===== src/rtl/cdb_arbiter.sv =====
// cdb_arbiter: drive side of the common data bus.
// Each functional unit hands its completed result to a one-entry slot through a
// valid/ready handshake. Each cycle at most one occupied slot is granted onto
// the bus, chosen round-robin. The branch unit slot also carries the
// mispredict flag and redirect PC. A flush or reset empties every slot.
//
// Ports:
//   clock, reset         clock and synchronous active-high reset
//   flush                discard all held and incoming results this cycle
//   fu_valid/fu_value/fu_rob_tag   per-FU result handshake and payload
//   btu_mispredict/btu_pc          branch unit extras, sampled with its valid
//   fu_ready             per-slot accept indication (combinational)
//   select_flag/select_signal/ROB_tag   broadcast valid, granted slot, its tag
//   in_values            all slot value registers
//   mispredict/pc        branch unit slot registers
module cdb_arbiter #(
  parameter int unsigned FU_NUM      = 4,
  parameter int unsigned BTU_IDX     = 3,
  parameter int unsigned XLEN        = 32,
  parameter int unsigned ROB_TAG_LEN = 6
) (
  input  logic                                clock,
  input  logic                                reset,
  input  logic                                flush,
  input  logic [FU_NUM-1:0]                   fu_valid,
  input  logic [FU_NUM-1:0][XLEN-1:0]         fu_value,
  input  logic [FU_NUM-1:0][ROB_TAG_LEN-1:0]  fu_rob_tag,
  input  logic                                btu_mispredict,
  input  logic [XLEN-1:0]                     btu_pc,
  output logic [FU_NUM-1:0]                   fu_ready,
  output logic                                select_flag,
  output logic [$clog2(FU_NUM)-1:0]           select_signal,
  output logic [ROB_TAG_LEN-1:0]              ROB_tag,
  output logic [FU_NUM-1:0][XLEN-1:0]         in_values,
  output logic                                mispredict,
  output logic [XLEN-1:0]                     pc
);

  localparam int unsigned SW = $clog2(FU_NUM);

  logic [FU_NUM-1:0]                  occ;
  logic [FU_NUM-1:0][XLEN-1:0]        val;
  logic [FU_NUM-1:0][ROB_TAG_LEN-1:0] tag;
  logic                               mp;
  logic [XLEN-1:0]                    bpc;
  logic [SW-1:0]                      rr_ptr;

  logic [SW-1:0]                      grant;
  logic                               found;

  // Round-robin search: first occupied slot starting at rr_ptr, wrapping.
  always_comb begin
    grant = '0;
    found = 1'b0;
    for (int unsigned k = 0; k < FU_NUM; k++) begin
      int unsigned j;
      j = (32'(rr_ptr) + k) % FU_NUM;
      if (!found && occ[j]) begin
        found = 1'b1;
        grant = SW'(j);
      end
    end
  end

  // Bus drive; nothing is broadcast during reset or flush.
  always_comb begin
    select_flag   = found && !flush && !reset;
    select_signal = select_flag ? grant : '0;
    ROB_tag       = select_flag ? tag[grant] : '0;
    in_values     = val;
    mispredict    = mp;
    pc            = bpc;
  end

  // A slot accepts when empty, or when it is being drained this same cycle.
  always_comb begin
    fu_ready = '0;
    for (int unsigned i = 0; i < FU_NUM; i++) begin
      fu_ready[i] = !reset && !flush &&
                    (!occ[i] || (select_flag && (grant == SW'(i))));
    end
  end

  // Slot capture/release and pointer update; a refill overrides the release.
  always_ff @(posedge clock) begin
    if (reset || flush) begin
      occ    <= '0;
      val    <= '0;
      tag    <= '0;
      mp     <= 1'b0;
      bpc    <= '0;
      rr_ptr <= '0;
    end else begin
      for (int unsigned i = 0; i < FU_NUM; i++) begin
        if (fu_valid[i] && fu_ready[i]) begin
          occ[i] <= 1'b1;
          val[i] <= fu_value[i];
          tag[i] <= fu_rob_tag[i];
          if (i == BTU_IDX) begin
            mp  <= btu_mispredict;
            bpc <= btu_pc;
          end
        end else if (select_flag && (grant == SW'(i))) begin
          occ[i] <= 1'b0;
          val[i] <= '0;
          tag[i] <= '0;
          if (i == BTU_IDX) begin
            mp  <= 1'b0;
            bpc <= '0;
          end
        end
      end
      if (select_flag) begin
        rr_ptr <= SW'((32'(grant) + 32'd1) % FU_NUM);
      end
    end
  end

endmodule


===== config.mk =====
export PLATFORM = sky130hd
export DESIGN_NAME = cdb_arbiter
export DESIGN_NICKNAME = d
export VERILOG_FILES = /design/src/rtl/cdb_arbiter.sv
export SDC_FILE = /design/constraint.sdc
export NUM_CORES = 1
export LEC_CHECK = 0
export ABC_AREA = 1
export BUFFER_PORTS_ARGS = -buffer_cell sky130_fd_sc_hd__buf_2
export CORE_AREA = 3 3 141 143
export CTS_BUF_LIST = sky130_fd_sc_hd__clkbuf_2
export CTS_CLUSTER_DIAMETER = 60
export DETAILED_ROUTE_END_ITERATION = 8
export DIE_AREA = 0 0 144 146
export PLACE_DENSITY = 0.76
export RECOVER_POWER = 100
export SKIP_LAST_GASP = 1
export SYNTH_ARGS = -nofsm -noshare
export SYNTH_HDL_FRONTEND = slang
export SYNTH_SLANG_ARGS = --single-unit

===== constraint.sdc =====
create_clock -name clock -period 4.54 [get_ports clock]
set_input_delay 0.227 -clock clock [delete_from_list [all_inputs] [get_ports clock]]
set_output_delay 0.227 -clock clock [all_outputs]
set_load 0.02 [all_outputs]

* Yosys cells after proc, flatten, opt, wreduce, memory -nomap -nowiden *
Index checks and enable logic that the tools add are counted.
W data, S select, Z words.

operators by class
  add/subtract/negate cells = 4
  $lt $le $gt $ge = 5
  equality and inequality tests = 3
  mux-type cells = 46
  reduce and logical (&&, ||, !) cells = 37

operators by type and width
  cell                   count
  $mux W32               9
  $mux W6                10
  $logic_and A1 B1 Y1    18
  $mux W1                17
  $lt A2 B3 Y1 const B   5
  $bmux W6 S2            1
  $mux W2                5
  $logic_not A1 Y1       9
  $bmux W1 S2            4
  $reduce_bool A2 Y1     4
  $logic_or A1 B1 Y1     5
  $add A2 B1 Y2 const B  2
  $add A2 B2 Y2 const B  2
  $eq A2 B2 Y1 const B   2
  $eq A2 B1 Y1 const B   1
  $logic_not A2 Y1       1

word-level totals
  bits in registers = 191
  input bits = 192
  output and inout port bits = 174

* Depth between registers and ports, before layout *
Gate-level depths: netlist of run 1.

  depth after elaboration = 19
  mapped depth = 17
  mapped depth without buffers = 14

* Worst setup path before layout of run 1 *
OpenSTA, ideal clock, no wires.

  path kind = reg-to-output
  start point = register rr_ptr[0]
  end point = output port ROB_tag[1]
  arrival = 1.956 ns
  required time = 4.313 ns
  slack = 2.357 ns
  cell stages (with the launch flop) = 13
  cells stage by stage = dfxtp_1 -> buf_6 -> inv_6 -> nand2_1 -> nand3_1 -> nand2_1 -> inv_2 -> nand3_1 -> nor2_1 -> nor2_4 -> nor2_1 -> inv_1 -> o22ai_1

on the way
  cells in the longest elaborated chain, start to end = 15
  elaborated cells between the ends (all ways) = 30
  those cells by class = add/sub (3); mux (19); reduce/logical (8)

RTL lines
  element                                                 RTL line  RTL
  start, declared                                         46        logic [SW-1:0] rr_ptr;
  start signal, assigned                                  114       rr_ptr <= SW'((32'(grant) + 32'd1) % FU_NUM);
  branches (longest 14 deep; another with $add A2 B1 Y2)  -
  $mux W6 *                                               69        ROB_tag = select_flag ? tag[grant] : '0;
  end, declared                                           33        output logic [ROB_TAG_LEN-1:0] ROB_tag,

Mark *: on every way between the ends. The select of a mux whose other input is x is not followed.

* Final worst setup path of run 1 *
  start point = register rr_ptr[0]
  end point = register val (netlist bit in_values[79])

on the way
  cells in the longest elaborated chain, start to end = 19
  elaborated cells between the ends (all ways) = 34
  those cells by class = add/sub (3); eq/ne (1); mux (17); reduce/logical (13)

RTL lines
  element                                                 RTL line  RTL
  branches (longest 14 deep; another with $add A2 B1 Y2)  -
  $logic_and A1 B1 Y1 *                                   80, 103
  $logic_or A1 B1 Y1                                      80        (!occ[i] || (select_flag && (grant == SW'(i))));
  $logic_and A1 B1 Y1                                     79        fu_ready[i] = !reset && !flush &&
  $logic_and A1 B1 Y1                                     95        if (fu_valid[i] && fu_ready[i]) begin
  $mux W32 or $reduce_bool A2 Y1 (tied branches)          -
  end signal, assigned by index                           97        val[i] <= fu_value[i];
  end, declared                                           42        logic [FU_NUM-1:0][XLEN-1:0] val;

Marked as above.
A chain may end at the register's enable or synchronous reset.

==> summary.txt, run 1 <==
Clock network
  • CTS Buf Count: 17
  • Worst-path clk slew: 0.29 ns
  • Hold_buf cts: around 270
  • Post-CTS Setup Inserts: 0
  • CTS tree: built
  • CTS root buf: clkbuf_2
  • Post-cts gate resize count: 0
  • Clock Path Buffers: 2
  • H-tree lvl count: 4
  • Total clock sinks: around 190
  • Worst-Skew Late Latency: around 0.77 ns

Layout
  • Post-Layout Cell Count: 1806
  • Layout cells sized above 1: around 17%
  • # nets final: 1748
  • Most frequent cells in the layout: dlygate4sd3_1 (274), a21oi_1 (197), buf_2 (194), dfxtp_1 (190), nand4_1 (186)
  • Final Util: between 70% and 80%
  • Fin area: between 10000 and 15000 µm²
  • Commonest non-fill, non-tap cell in the layout: dlygate4sd3_1
  • Area growth from synthesis to layout: 47.9%

Critical path
  • Setup crit end kind: register
  • Worst setup SP type: register
  • Worst Path Arrival: 4.61 ns
  • Worst Path Class, Setup: reg2reg
  • Crit Path Max Fanout: just over 40
  • Req. time, crit path: between 5 and 6 ns

Logic synthesis
  • Seq/Total Area, Yosys: a little over two fifths
  • Synthesized area: ~9000 µm²
  • Post-synth cell types: 30
  • Yosys warning total: 0
  • Syn_nets: roughly 1.2k
  • Post-Syn Instances: 1041
  • Synth Area per Inst: approximately 8.6 µm²
  • Flops & latches, synth: about 190

Drt
  • Initial DRC count: 1025
  • DR vias/cell: approximately 6.3
  • Via count: between 10k and 15k
  • Final ANT Viol Nets: 0
  • DRT Pass-1 Iters: 7
  • Avg WL per Cell: between 20 and 25 µm
  • DRC Markers: 0
  • Drt total wl: between 30000 and 40000 µm

Place
  • Post-DP HPWL: approximately 19000 µm
  • DP Worst Slack: roughly 1.6 ns
  • Port buffer count: around 370
  • DP Area: roughly 10000 µm²
  • Global placement routability congestion: between 0.8 and 0.9
  • Dpl cells: ~1.5k

Timing
  • Final period util: around 87%
  • Worst slew margin: under 10%
  • Unrepaired setup endpoints after global routing: no
  • Post-layout min period: around 3.9 ns
  • Fmax: 254 MHz
  • Slew Viols, Final: 0
  • Fin Setup TNS: 0 ns
  • Final WS setup: ~0.60 ns
  • Finish-stage setup viols: 0
  • Slew @ Worst Pin: ~1.3 ns
  • Hold Fails Final Rpt: 0
  • Setup Skew: around 0.048 ns

Outcome
  • Status: finished, final reports clean

Floorplan
  • Die area: roughly 21000 µm²
  • I/O pins: ~370
  • Rows: 50
  • Die width: 144 µm
  • Core area: 18700 µm²
  • Starting Density: 47.8%
  • Die H: roughly 150 µm

Global route
  • Largest net degree at the start of global routing: between 150 and 200
  • Total global-route track usage: ~32%
  • First-pass GRT wire length: 56000 µm
  • Initial antenna violation count: 4
  • Vias in the first global route: about 11k
  • Total congestion overflow: 0

Power and ir drop
  • Peak supply drop: 0.153 mV
  • PwrDens: ~250 nW/µm²
  • P_leak: 4.37 nW

Worst hold path
  • Hold/Removal Path Class: in2reg

Job
  • Max_cap viols: 0
[flip-flops by register name, indices dropped and copies added (netlist names)]
register,flops
tag,24
in_values,128
pc,32
rr_ptr,2
occ,4
mispredict,1
[critical path, stage by stage, from the launching register on]
cell           delay [ns]
dfxtp_1              0.64
nand2_1              0.16
nand3_1              0.15
nand2_1              0.09
nor2_1               0.17
nand3_2              0.13
nand2_4              0.11
inv_2                0.06
nand3_1              0.08
buf_4                0.35
nand2_1              0.88
nand4_1              0.36
dlygate4sd3_1        0.61
a21oi_1              0.07
[layer usage]
metal,track usage [%],wire length (µm)
met3,6.90,2980
met1,39.3,13700
met5,0,18
met2,52.0,17500
met4,18.6,2000
[cell families (layout without fill, tap and decap cells)]
kind of cell / count (synthesis) / count (layout) / synth area share, %
simple gates: 268 / 268 / 17.9
flops: 191 / 191 / 42.7
compound gates: 401 / 401 / 30.4
buf+inv: 181 / 709 / 8.91
other cells: 0 / 3 / 0
[stage by stage]
stage / hold WS (ns) / total power, mW
after floorplan: 0.397 / 2.09
after global placement: 0.477 / 2.26
after detailed placement: 0.482 / 2.26
after CTS: 0.0000397 / 3.31
after global routing: 0.0234 / 3.44
final: 0.0900 / 3.31
[final timing paths]
check,slack (ns),end,start,depth (start not counted)
worst max register to register,0.60,in_values[79],rr_ptr[0],13
worst max-delay path,0.60,in_values[79],rr_ptr[0],13
worst min register to register,0.52,tag[20],tag[20],2
worst min-delay path,0.09,in_values[0],fu_valid[0],3
[Yosys cell counts (all sizes together)]
cell type,number,area (µm²)
a211oi,1,7.51
a21oi,197,986
a31oi,1,12.5
buf,42,264
clkbuf,118,449
clkinv,2,7.51
dfxtp,191,3820
inv,19,76.3
nand2,49,231
nand3,12,80.1
nand4,186,1160
nor2,13,80.1
o211ai,1,7.51
o21ai,12,60.1
o22ai,4,25.0
o311ai,185,1620
or2,8,50.1
[final cells by class]
class | instances | area, µm²
fillers | 1441 | 5470
inverters | 21 | 91.3
diodes | 3 | 7.51
multi-input cells | 669 | 4290
clock buffers | 19 | 95.1
well taps | 234 | 293
flip-flops and latches | 191 | 3820
repair buffers | 656 | 4480
clock inverters | 13 | 155
[power by group]
group | leakage, nW | internal, mW | switching (mW)
sequential | 1.54 | 1.71 | 0.0149
clock | 0.145 | 0.272 | 0.639
combinational | 2.68 | 0.277 | 0.400
total | 4.37 | 2.26 | 1.05
No activity file was read; power rests on OpenSTA's default activity.
==> run 2: changes to the inputs <==
ABC_AREA = unset   (was 1)
CORE_AREA = 3 3 140 142   (was 3 3 141 143)
CTS_BUF_LIST = sky130_fd_sc_hd__clkbuf_8   (was sky130_fd_sc_hd__clkbuf_2)
DIE_AREA = 0 0 143 145   (was 0 0 144 146)
PLACE_DENSITY = 0.65   (was 0.76)
==> summary.txt, run 2 <==
Timing
  • Post-layout min period: 3.33 ns (-0.608 ns)
  • Slew @ Worst Pin: 1.97 ns (+0.619 ns)
  • Final period util: 73.4% (-13 points)
  • Slew Viols, Final: 189 (+189)
  • Setup Skew: 0.0152 ns (-0.0323 ns)
  • Worst hold slack: 0.0313 ns (-0.0587 ns)
  • Unrepaired setup endpoints after global routing: no
  • Fin Setup TNS: 0 ns (unchanged)
  • Worst slew margin: -31.5% (-41 points)
  • Hold Fails Final Rpt: 0 (unchanged)
  • Finish-stage setup viols: 0 (unchanged)
  • Fmax: 300 MHz (+18%)

Critical path
  • Worst setup SP type: register
  • Req. time, crit path: 4.92 ns (-0.29 ns)
  • Reg2Reg Depth: 5 (-8)
  • Crit Path Max Fanout: 71 (+73%)
  • Reg2reg end: pc[8]
  • FF-to-FF setup slack: 1.21 ns (+0.61 ns)
  • Worst Path Arrival: 3.71 ns (-0.90 ns)
  • CP startpoint: occ[1]
  • Worst setup endpoint: pc[8]
  • Launch point of the worst reg-to-reg path: occ[1]
  • Worst Path Class, Setup: reg2reg
  • Setup crit end kind: register

Clock network
  • Post-CTS Setup Inserts: 0 (unchanged)
  • CTS root buf: clkbuf_8
  • H-tree lvl count: 4 (unchanged)
  • Total clock sinks: 191 (unchanged)
  • Post-cts gate resize count: 0 (unchanged)
  • CTS tree: built
  • Hold_buf cts: 121 (-56%)
  • Worst-Skew Late Latency: 0.45 ns (-0.32 ns)
  • Worst-path clk slew: 0.11 ns (-0.18 ns)
  • CTS Buf Count: 17 (unchanged)
  • Clock Path Buffers: 2 (unchanged)

Global route
  • Vias in the first global route: 6683 (-38%)
  • Total global-route track usage: 21.5% (-11 points)
  • Total congestion overflow: 0 (unchanged)
  • Largest net degree at the start of global routing: 77 (-58%)
  • First-pass GRT wire length: 35800 µm (-36%)
  • Initial antenna violation count: 2 (-2)

Logic synthesis
  • Syn_nets: 784 (-36%)
  • Yosys top cell area share: 55.7% (+13 points)
  • Cell with the most instances after synthesis: dfxtp_1
  • Post-Syn Instances: 592 (-43%)
  • Post-synth cell types: 35 (+17%)
  • Yosys warning total: 0 (unchanged)
  • Flops & latches, synth: 191 (unchanged)
  • Async SR Flop Fraction: 0% (unchanged)
  • Main flop type after synthesis: dfxtp_1
  • Post-synth top area cell: dfxtp_1
  • Top cells by area, synth: dfxtp_1 (56%), a22o_1 (15%), o2bb2ai_1 (6.5%), nand3_1 (5.2%), o2bb2ai_2 (4.4%)
  • Seq/Total Area, Yosys: 55.7% (+13 points)
  • Synth Area per Inst: 11.6 µm² (+35%)
  • Synthesized area: 6870 µm² (-23%)
  • Top post-synthesis cells by count: dfxtp_1 (191), a22o_1 (114), nand3_1 (71), o2bb2ai_1 (51), buf_2 (23)
  • EDFF count, synth: 0 (unchanged)

Place
  • Dpl cells: 1136 (-24%)
  • Global placement routability congestion: 0.865 (+4.2%)
  • Port buffer count: 365 (unchanged)
  • DP Area: 8740 µm² (-17%)
  • Post-DP HPWL: 14700 µm (-21%)

Floorplan
  • I/O pins: 366 (unchanged)
  • Die H: 145 µm (-0.68%)
  • Rows: 50 (unchanged)
  • Die width: 143 µm (-0.69%)
  • Starting Density: 37.0% (-11 points)
  • Die area: 20700 µm² (-1.4%)
  • Core area: 18600 µm² (-0.67%)

Drt
  • DRC Markers: 0 (unchanged)
  • Initial DRC count: 292 (-72%)
  • Drt total wl: 23200 µm (-36%)
  • DRT Pass-1 Iters: 4 (-3)
  • Avg WL per Cell: 18.0 µm (-10%)
  • DR vias/cell: 5.08 (-19%)
  • Via count: 6561 (-42%)
  • Final ANT Viol Nets: 0 (unchanged)

Layout
  • Storage cell area: 3820 µm² (about the same)
  • Post-Layout Cell Count: 1291 (-29%)
  • # nets final: 1234 (-29%)
  • Area growth from synthesis to layout: 45.6%
  • Commonest non-fill, non-tap cell in the layout: buf_2
  • Area of the multi-input gates: 2530 µm² (-41%)
  • Max reg flops: 128 (unchanged)
  • Fin area: 10000 µm² (-24%)
  • Layout cells sized above 1: 23.1% (+6.0 points)
  • Most frequent cells in the layout: buf_2 (192), dfxtp_1 (191), clkbuf_1 (174), dlygate4sd3_1 (121), a22o_1 (114)
  • Fillers: 1708 (+19%)

Job
  • Max_cap viols: 4 (+4)

Power and ir drop
  • Power share of the clock group: 35.3% (+7.8 points)
  • Switching pwr: 0.957 mW (-9.2%)
  • Comb power frac: 13.1% (-7.3 points)
  • PwrDens: 343 nW/µm² (+37%)
  • P_leak: 4.09 nW (-6.4%)
  • Peak supply drop: 0.172 mV (+13%)
  • Switch share: 27.9% (-3.9 points)
  • Register share of total power: 51.6% (-0.4 points)
  • P_int: 2.47 mW (+9.6%)

Outcome
  • Violated checks: capacitance limit, slew limit
  • Status: finished, violations left

Worst hold path
  • Hold/Removal Path Class: in2reg
run 2: power by group through the flow:
| stage | logic (mW) | registers (mW) | clock network, mW |
|---|---|---|---|
| floorplan | 0.167 | 1.86 | 0 |
| global placement | 0.384 | 1.81 | 0 |
| detailed placement | 0.388 | 1.81 | 0 |
| CTS | 0.472 | 1.77 | 1.25 |
| global route | 0.484 | 1.78 | 1.32 |
| finish | 0.449 | 1.77 | 1.21 |
run 2: area by class of cell:
class / count / share of cell area, %
Multi-Input combinational cell: 332 / 25.4
Antenna cell: 2 / 0.0501
Timing Repair Buffer: 493 / 28.7
Tap cell: 234 / 2.93
Sequential cell: 191 / 38.3
Clock inverter: 14 / 1.95
Inverter: 7 / 0.263
Clock buffer: 18 / 2.48
run 2: metrics by stage:
| stage | worst slack (ns) | power (mW) | utilization [%] |
|---|---|---|---|
| 2_1_floorplan | 2.60 | 2.03 | - |
| 3_3_place_gp | 1.78 | 2.19 | 47.0 |
| 3_5_place_dp | 1.75 | 2.19 | 47.0 |
| 4_1_cts | 1.35 | 3.49 | 55.9 |
| 5_1_grt | 0.962 | 3.58 | 53.8 |
| 6_report | 1.21 | 3.43 | 53.8 |
run 2: per-layer routing:
metal	vias to the layer above	share of wire, %	GRT usage [%]
li1	3158	-	-
met5	-	0	0
met1	3116	41	25.4
met4	0	2.7	8.03
met3	52	5.8	5.77
met2	235	50	36.9
run 2: cell families (layout without fill, tap and decap cells):
group / count (synthesis) / count (layout) / synth area share, %
multiplexers: 12 / 12 / 1.75
buffers and inverters: 69 / 532 / 5.67
other: 0 / 2 / 0
AND/OR/NAND/NOR: 101 / 101 / 7.34
AO/OA/AOI/OAI: 219 / 219 / 29.6
flip-flops: 191 / 191 / 55.7
run 2: critical path, stage by stage (launching register included):
cell and delay (ns):
dfxtp_1 0.58, and2b_1 0.25, a21boi_0 0.14, o32ai_1 0.65, o221a_2 1.37, o2bb2ai_1 0.20
run 2: worst min-delay path by stage:
stage,from,to,depth (start not counted)
floorplan,fu_valid[1],occ[1],2
finish,btu_pc[17],pc[17],3
CTS,fu_value[109],in_values[109],3
detailed placement,fu_rob_tag[8],tag[8],2
global route,btu_pc[14],pc[14],3
global placement,fu_value[2],in_values[2],2
==> run 3: changes to the inputs <==
CORE_AREA = 3 3 142 144   (was 3 3 140 142)
DIE_AREA = 0 0 145 147   (was 0 0 143 145)
PLACE_DENSITY = 0.63   (was 0.65)
clock period = 3.26 ns   (was 4.54 ns; I/O delays follow)
==> summary.txt, run 3 (synthesized netlist as in run 2, its figures left out) <==
Timing
  • Final period util: approximately nine tenths
  • Fmax: approximately 350 MHz
  • Slew Viols, Final: 0 (-100%)
  • Hold Fails Final Rpt: 0 (unchanged)
  • Slew @ Worst Pin: 1.08 ns (-0.881 ns)
  • Finish-stage setup viols: 0 (unchanged)
  • Fin Setup TNS: 0 ns (unchanged)
  • Unrepaired setup endpoints after global routing: no
  • Final WS setup: 0.382 ns (-0.825 ns)
  • Setup Skew: 0.0261 ns (+0.0109 ns)
  • Worst slew margin: 27.5% (+59 points)
  • Post-layout min period: approximately 2.9 ns

Critical path
  • CP max stage delay: 0.57 ns (-0.80 ns)
  • Req. time, crit path: 3.10 ns (-1.82 ns)
  • Critical path, cell by cell: and2b_1 > nor2_1 > o221ai_4 > clkbuf_2 > mux2i_1 > o22ai_1 > clkbuf_1
  • Worst Path Class, Setup: reg2out
  • Worst setup SP type: register
  • Setup crit end kind: output pin
  • Worst path slowest cell: dfxtp_1
  • Worst Path Arrival: 2.71 ns (-1.00 ns)
  • Crit Path Max Fanout: 12 (-83%)

Layout
  • Max reg flops: 128 (unchanged)
  • # nets final: 1308 (+6.0%)
  • Area growth from synthesis to layout: 57.6%
  • Most frequent cells in the layout: buf_2 (194), dfxtp_1 (191), dlygate4sd3_1 (188), clkbuf_1 (171), a22o_1 (114)
  • Fin area: 10800 µm² (+8.2%)
  • Layout cells sized above 1: 22.9% (-0.28 points)
  • Fillers: 1744 (+2.1%)
  • Commonest non-fill, non-tap cell in the layout: buf_2

Clock network
  • CTS root buf: clkbuf_8
  • H-tree lvl count: 4 (unchanged)
  • Worst-path clk slew: 0.11 ns (about the same)
  • Post-cts gate resize count: 0 (unchanged)
  • Hold_buf cts: 188 (+55%)
  • CTS Buf Count: 17 (unchanged)
  • Worst-Skew Late Latency: 0.47 ns (+0.02 ns)
  • CTS tree: built
  • Total clock sinks: 191 (unchanged)
  • Clock Path Buffers: 2 (unchanged)
  • Post-CTS Setup Inserts: 0 (unchanged)

Worst hold path
  • Hold/Removal Path Class: in2reg

Place
  • Post-DP HPWL: 15200 µm (+3.5%)
  • Port buffer count: 365 (unchanged)
  • DP Worst Slack: 0.891 ns (-0.856 ns)
  • DP Area: 8850 µm² (+1.3%)
  • Global placement routability congestion: 0.830 (-4.1%)

Power and ir drop
  • Peak supply drop: 0.227 mV (+32%)
  • Power share of the clock group: 34.0% (-1.3 points)
  • Register share of total power: 51.4% (-0.2 points)
  • P_int: 3.42 mW (+38%)
  • Switch share: 28.7% (+0.85 points)
  • Switching pwr: 1.38 mW (+44%)
  • P_leak: 4.44 nW (+8.5%)
  • PwrDens: 444 nW/µm² (+29%)
  • Comb power frac: 14.6% (+1.5 points)

Drt
  • DR vias/cell: 4.89 (-3.8%)
  • Final ANT Viol Nets: 0 (unchanged)
  • Via count: 6798 (+3.6%)
  • Avg WL per Cell: 17.3 µm (-3.9%)
  • Initial DRC count: 285 (-2.4%)
  • DRC Markers: 0 (unchanged)
  • DRT Pass-1 Iters: 5 (+1)
  • Drt total wl: 24000 µm (+3.5%)

Floorplan
  • Die area: 21300 µm² (+2.8%)
  • Rows: 50 (unchanged)
  • I/O pins: 366 (unchanged)
  • Die H: 147 µm (+1.4%)
  • Die width: 145 µm (+1.4%)
  • Core area: 18800 µm² (+1.3%)
  • Starting Density: 36.5% (-0.49 points)

Job
  • Max_cap viols: 0 (-4)

Global route
  • Vias in the first global route: 6980 (+4.4%)
  • Largest net degree at the start of global routing: 73 (-5.2%)
  • Total global-route track usage: 21.7% (+0.27 points)
  • First-pass GRT wire length: 37700 µm (+5.4%)
  • Initial antenna violation count: 1 (-1)
  • Total congestion overflow: 0 (unchanged)

Outcome
  • Status: finished, final reports clean
[run 3: power by group through the flow]
stage / registers, mW / logic [mW] / clock network (mW)
global route: 2.48 / 0.755 / 1.78
detailed placement: 2.52 / 0.549 / 0
finish: 2.47 / 0.702 / 1.63
global placement: 2.52 / 0.544 / 0
floorplan: 2.59 / 0.233 / 0
CTS: 2.46 / 0.731 / 1.70
[run 3: stage by stage]
stage | util, % | hold WS [ns] | std cells | power, mW
2_1_floorplan | - | 0.280 | 592 | 2.82
3_3_place_gp | 47.0 | 0.372 | 1169 | 3.06
3_5_place_dp | 47.0 | 0.376 | 1169 | 3.06
4_1_cts | 59.3 | 0.157 | 1389 | 4.89
5_1_grt | 57.5 | 0.188 | 1390 | 5.02
6_report | 57.5 | 0.187 | 1390 | 4.80
[run 3: final timing paths]
path	from	end	slack, ns	cells past startpoint
max	occ[1]	ROB_tag[1]	0.38	7
max reg2reg	occ[1]	in_values[101]	0.51	6
min reg2reg	in_values[120]	in_values[120]	0.47	1
min	reset	occ[0]	0.19	3
[run 3: worst max-delay path, delay by kind of cell, from the launching register on]
kind | cells | cell delay, ns
AND/OR/NAND/NOR | 2 | 0.45
flip-flops | 1 | 0.57
AO/OA/AOI/OAI | 2 | 0.39
buffers and inverters | 2 | 0.63
multiplexers | 1 | 0.21
[run 3: routing by layer]
metal  share of wire (%)  global-route usage [%]
met1                  41                    25.6
met2                  51                    38.4
met3                 5.3                    5.43
met4                 2.6                    8.27
met5                   0                       0
[run 3: area by class of cell]
type | instances | area (µm²) | share of cell area [%]
multi-input combinational | 332 | 2590 | 24.0
tap | 260 | 325 | 3.01
inverter | 7 | 26.3 | 0.243
sequential | 191 | 3820 | 35.3
timing repair buffer | 567 | 3610 | 33.4
antenna | 1 | 2.50 | 0.0231
clock inverter | 15 | 199 | 1.84
clock buffer | 17 | 234 | 2.16
